### config.mk
export PLATFORM = sky130hd
export DESIGN_NAME = systolic_job_sched
export DESIGN_NICKNAME = d
export VERILOG_FILES = /design/src/rtl/systolic_pkg.sv /design/src/rtl/systolic_rr_arb.sv /design/src/rtl/systolic_job_sched.sv
export SDC_FILE = /design/constraint.sdc
export NUM_CORES = 1
export LEC_CHECK = 0
export CAP_MARGIN = 5
export CORE_ASPECT_RATIO = 1.25
export CORE_MARGIN = 3
export CORE_UTILIZATION = 40
export CTS_CLUSTER_SIZE = 10
export DETAILED_ROUTE_END_ITERATION = 16
export PLACE_DENSITY = 0.72
export SYNTH_ARGS = -nofsm -noshare
export SYNTH_HDL_FRONTEND = slang
export SYNTH_SLANG_ARGS = --single-unit
export TNS_END_PERCENT = 100
### constraint.sdc
create_clock -name clk -period 1.9 [get_ports clk]
set_input_delay 0.38 -clock clk [delete_from_list [all_inputs] [get_ports clk]]
set_output_delay 0.38 -clock clk [all_outputs]
set_load 0.01 [all_outputs]
### src/rtl/systolic_pkg.sv
// Shared types and sizing helpers for the systolic job scheduler.
package systolic_pkg;

  typedef enum logic [2:0] {
    ST_IDLE = 3'd0,
    ST_LOAD = 3'd1,
    ST_RUN  = 3'd2,
    ST_OUT  = 3'd3,
    ST_DONE = 3'd4
  } state_t;

  // mac_en hold time: SIZE load beats plus the skew for data to cross the array.
  function automatic int run_cycles(input int size);
    return 3 * size - 2;
  endfunction

  function automatic int width_min1(input int n);
    return (n > 1) ? $clog2(n) : 1;
  endfunction

  localparam int NREQ_DEF  = 2;
  localparam int SEL_W_DEF = width_min1(NREQ_DEF);

endpackage

### src/rtl/systolic_rr_arb.sv
// Combinational round-robin pick: first set req bit at or above ptr, with wrap.
module systolic_rr_arb
  import systolic_pkg::*;
#(
  parameter int NREQ  = NREQ_DEF,
  parameter int SEL_W = SEL_W_DEF
) (
  input  logic [NREQ-1:0]  req,
  input  logic [SEL_W-1:0] ptr,
  output logic [NREQ-1:0]  grant,
  output logic [SEL_W-1:0] idx,
  output logic             any
);

  // Scan from the farthest offset down so the closest requester wins last.
  always_comb begin
    grant = '0;
    idx   = '0;
    any   = 1'b0;
    for (int off = NREQ - 1; off >= 0; off--) begin
      if (req[(int'(ptr) + off) % NREQ]) begin
        grant                               = '0;
        grant[(int'(ptr) + off) % NREQ]     = 1'b1;
        idx                                 = SEL_W'((int'(ptr) + off) % NREQ);
        any                                 = 1'b1;
      end
    end
  end

endmodule

### src/rtl/systolic_job_sched.sv
// Shares one systolic MAC array between NREQ requesters: grant, load, run, drain.
// state | meaning
// IDLE  | waiting for a request, pointer selects search start
// LOAD  | accepting SIZE x/w row pairs from the granted requester
// RUN   | mac_en held RUN_CYCLES cycles
// OUT   | draining SIZE result rows under out_rdy backpressure
// DONE  | job_done pulse, release grant, advance pointer
module systolic_job_sched
  import systolic_pkg::*;
#(
  parameter int NREQ       = 2,
  parameter int SIZE       = 4,
  parameter int RUN_CYCLES = run_cycles(SIZE)
) (
  input  logic                          clk,
  input  logic                          rst,
  input  logic [NREQ-1:0]               req_val,
  output logic [NREQ-1:0]               req_grant,
  output logic [width_min1(NREQ)-1:0]   sel,
  input  logic                          load_val,
  output logic                          load_rdy,
  output logic                          arr_load_en,
  output logic                          arr_acc_clr,
  output logic                          arr_mac_en,
  output logic                          out_val,
  input  logic                          out_rdy,
  output logic [width_min1(SIZE)-1:0]   out_row,
  output logic                          job_done,
  output logic                          busy,
  output logic [2:0]                    trace_state
);

  localparam int SEL_W = width_min1(NREQ);
  localparam int ROW_W = width_min1(SIZE);
  localparam int CW    = $clog2(RUN_CYCLES + 1);

  state_t           state_q, state_d;
  logic [NREQ-1:0]  grant_q, grant_d;
  logic [SEL_W-1:0] sel_q, sel_d;
  logic [SEL_W-1:0] ptr_q, ptr_d;
  logic [CW-1:0]    cnt_q, cnt_d;
  logic             clr_q, clr_d;

  logic [NREQ-1:0]  arb_grant;
  logic [SEL_W-1:0] arb_idx;
  logic             arb_any;

  systolic_rr_arb #(
    .NREQ  (NREQ),
    .SEL_W (SEL_W)
  ) u_arb (
    .req   (req_val),
    .ptr   (ptr_q),
    .grant (arb_grant),
    .idx   (arb_idx),
    .any   (arb_any)
  );

  always_ff @(posedge clk or negedge rst) begin
    if (!rst) begin
      state_q <= ST_IDLE;
      grant_q <= '0;
      sel_q   <= '0;
      ptr_q   <= '0;
      cnt_q   <= '0;
      clr_q   <= 1'b0;
    end else begin
      state_q <= state_d;
      grant_q <= grant_d;
      sel_q   <= sel_d;
      ptr_q   <= ptr_d;
      cnt_q   <= cnt_d;
      clr_q   <= clr_d;
    end
  end

  always_comb begin
    state_d = state_q;
    grant_d = grant_q;
    sel_d   = sel_q;
    ptr_d   = ptr_q;
    cnt_d   = cnt_q;
    clr_d   = 1'b0;
    case (state_q)
      ST_IDLE: begin
        if (arb_any) begin
          grant_d = arb_grant;
          sel_d   = arb_idx;
          clr_d   = 1'b1;
          cnt_d   = '0;
          state_d = ST_LOAD;
        end
      end
      ST_LOAD: begin
        if (load_val) begin
          if (cnt_q == CW'(SIZE - 1)) begin
            cnt_d   = '0;
            state_d = ST_RUN;
          end else begin
            cnt_d = cnt_q + CW'(1);
          end
        end
      end
      ST_RUN: begin
        if (cnt_q == CW'(RUN_CYCLES - 1)) begin
          cnt_d   = '0;
          state_d = ST_OUT;
        end else begin
          cnt_d = cnt_q + CW'(1);
        end
      end
      ST_OUT: begin
        if (out_rdy) begin
          if (cnt_q == CW'(SIZE - 1)) begin
            cnt_d   = '0;
            state_d = ST_DONE;
          end else begin
            cnt_d = cnt_q + CW'(1);
          end
        end
      end
      ST_DONE: begin
        grant_d = '0;
        ptr_d   = (sel_q == SEL_W'(NREQ - 1)) ? '0 : sel_q + SEL_W'(1);
        state_d = ST_IDLE;
      end
      default: state_d = ST_IDLE;
    endcase
  end

  // Only the load handshake is combinational; everything else decodes flops.
  assign load_rdy    = (state_q == ST_LOAD);
  assign arr_load_en = load_rdy & load_val;
  assign req_grant   = grant_q;
  assign sel         = sel_q;
  assign arr_acc_clr = clr_q;
  assign arr_mac_en  = (state_q == ST_RUN);
  assign out_val     = (state_q == ST_OUT);
  assign out_row     = (state_q == ST_OUT) ? cnt_q[ROW_W-1:0] : '0;
  assign job_done    = (state_q == ST_DONE);
  assign busy        = (state_q != ST_IDLE);
  assign trace_state = state_q;

endmodule

==> results.json <==
{
  "synth_area_leaders": "dfrtp_1 (42%), a21oi_1 (4.2%), a221oi_4 (3.7%)",
  "die_w_um": 43.74,
  "synthTopCellsByCount": "dfrtp_1 (12), a21oi_1 (6), o21ai_0 (5)",
  "clkPwrFrac_pct": 12.8,
  "ir_drop_v": 0.001043,
  "critical_path.top_delay_family": "simple AND/OR/NAND/NOR gates",
  "syn_avg_cell_area_um2": 9.888,
  "routedWlPerCell_um": 13.53,
  "crit_buf_inv": 1,
  "crit_type": "flip-flop to primary output",
  "ant_nets": 0,
  "setup_viol": 0,
  "clk_pin_slew_ps": 70,
  "grt_setup_unrepaired": "false",
  "final.setup.tns_ps": 0,
  "rows": 16,
  "max_cap_viol_count": 0,
  "status": "complete, no violations",
  "grt_max_degree": 14,
  "gp_congestion": 0.7798,
  "clockBufferDepth": 2,
  "htree_levels": 1,
  "async_flop_share_pct": 100.0,
  "drv_slew": 0,
  "cp_data_arrival_time_ps": 1420,
  "cp.required_ps": 1520,
  "postLayoutCellArea_um2": 1023,
  "worst_clock_skew_ps": 1.294,
  "yosysTopAreaCell": "dfrtp_1",
  "pin_count": 21,
  "yosys_warnings": 0,
  "cts_tree": "yes",
  "cts.sinks": 12,
  "viasPerCell": 5.408,
  "wirelength_um": 1624,
  "p_sw_share_pct": 38.93,
  "place_hpwl_um": 1252,
  "finalCritPeriodShare_pct": 94.91,
  "synthToLayoutAreaGrowth_pct": 43.76,
  "first_pass_iters": 4,
  "antenna_cells": 0,
  "layout.nets": 111,
  "synthesis.area_um2": 711.9,
  "startpoint_type": "flip-flop",
  "synth-main-ff-cell": "dfrtp_1",
  "grtUsageTotal_pct": 17.02,
  "hp-class": "input pin to async pin",
  "min_period_ps": 1803,
  "vias": 649,
  "placement.io_buffers": 20,
  "antenna_found_initial": 0,
  "fmax_mhz": 554.5,
  "yosysSeqAreaShare_pct": 42.18,
  "synthDominantCellAreaShare_pct": 42.18,
  "die_y_um": 53.17,
  "gr-total-overflow": 0,
  "drive_gt1_share_pct": 19.61,
  "hold_violations": 0,
  "synth_cell_types": 33,
  "numCtsBuffers": 3,
  "p_comb_share_pct": 56.3,
  "grt_pass1_wl_um": 2994,
  "power.leakage_uw": 0.0004617,
  "place_area_um2": 988.4,
  "whs_ps": 467.6,
  "cts_hold_buf": 0,
  "synth_edf_count": 0,
  "yosys_register_bits": 12,
  "clock_latency_ps": 270,
  "slowest_delay_ps": 380,
  "coreArea_um2": 1622,
  "p_sw_uw": 602.7,
  "crit_slowest_cell": "dfrtp_1",
  "die-area_um2": 2325,
  "start_util_pct": 43.90,
  "drcViolationCount": 0,
  "p_int_uw": 945.6,
  "synth_most_common_cell": "dfrtp_1",
  "crit_chain": "and2b_2, and2b_1, and2_1, clkdlybuf4s15_1",
  "postSynthCellCount": 72,
  "grt_pass1_vias": 680,
  "worst_setup_path_end_kind": "primary output",
  "synthesis.nets": 80,
  "cts_root_buffer": "clkbuf_4",
  "drt_iter0_markers": 12,
  "p_seq_share_pct": 30.9,
  "slew-limit-headroom_pct": 63.24,
  "fillCellCount": 143,
  "cellPowerDensity_nw_per_um2": 1513,
  "worst_pin_slew_ps": 549.6,
  "cp_max_fo": 6
}
-- registers in the layout (all words and copies together) (netlist names) --
register and count:
arr_acc_clr 1, req_grant 2, cnt_q 4, ptr_q 1, sel 1, trace_state 3
-- layout by cell type, fill, tap and decap left out, drive strengths merged, types with 2 or more instances in the layout --
master and instances:
and2 3, a21oi 6, o21ai 5, dfrtp 12, nand2 3, nand3 2
and2b 2, o31ai 2, clkdlybuf4s50 12, ha 2, nor3 2, clkbuf 4
dlygate4sd2 7, nand2b 3, mux2i 2, and3 3, buf 9, inv 4
nor2 4
-- per-layer routing --
metal / vias to the layer above / wire length, µm / global-route usage, %
met5: - / 0 / 0
met4: 0 / 6 / 6.030
met1: 311 / 727 / 19.71
li1: 323 / - / -
met3: 2 / 68 / 2.721
met2: 13 / 822 / 30.83
-- through the flow --
stage	util (%)	setup slack, ps	cells	power [µW]
4_1_cts	63.04	29.79	120	1564
3_3_place_gp	60.96	5.612	116	1372
6_report	63.12	96.69	120	1548
3_5_place_dp	60.96	-10.13	116	1393
5_1_grt	63.12	17.87	120	1700
2_1_floorplan	-	346.1	72	982.6
-- path summary, 6_finish.rpt --
kind	start	end	slack, ps	depth (start not counted)
max in group asynchronous	rst	trace_state[1]$_DFFE_PN0P_	1040	1
min reg2reg	sel$_DFFE_PN0P_	ptr_q$_DFFE_PN0P_	480	1
max reg2reg	cnt_q[0]$_DFFE_PN0P_	cnt_q[3]$_DFFE_PN0P_	230	5
min	rst	ptr_q$_DFFE_PN0P_	470	1
min in group clk	sel$_DFFE_PN0P_	ptr_q$_DFFE_PN0P_	480	1
max	trace_state[0]$_DFFE_PN0P_	arr_load_en	100	4
-- power by group through the flow --
stage	combinational, µW	sequential (µW)	clock [µW]
after CTS	879	480	205
after global placement	896	476	0
final	871	479	198
after floorplan	509	474	0
after detailed placement	911	482	0
after global routing	985	501	214
-- timing repair --
item	CTS	global route
gates cloned	0	0
resized for setup	11	1
endpoints found under the hold margin	0	0
buffers inserted	0	0
setup endpoints to repair	8	1
-- cells by family (layout without fill, tap and decap cells) --
logic type,count (synthesis),in the layout,share of synthesized area (%)
and+or+nand+nor,25,25,21.62
AOI/OAI and AO/OA,24,24,25.84
muxes,2,2,2.812
buffers and inverters,7,37,4.041
DFF,12,12,42.18
adders and majority gates,2,2,3.514
-- layout make-up --
class                           count  area [µm²]  share of cell area [%]
Tap cell                           18       22.52                   2.200
Multi-Input combinational cell     53       389.1                   38.02
Timing Repair Buffer               29       259.0                   25.31
Clock buffer                        4       36.28                   3.545
Inverter                            4       15.01                   1.467
Sequential cell                    12       301.5                   29.46
(Power assumes the default switching activity.)
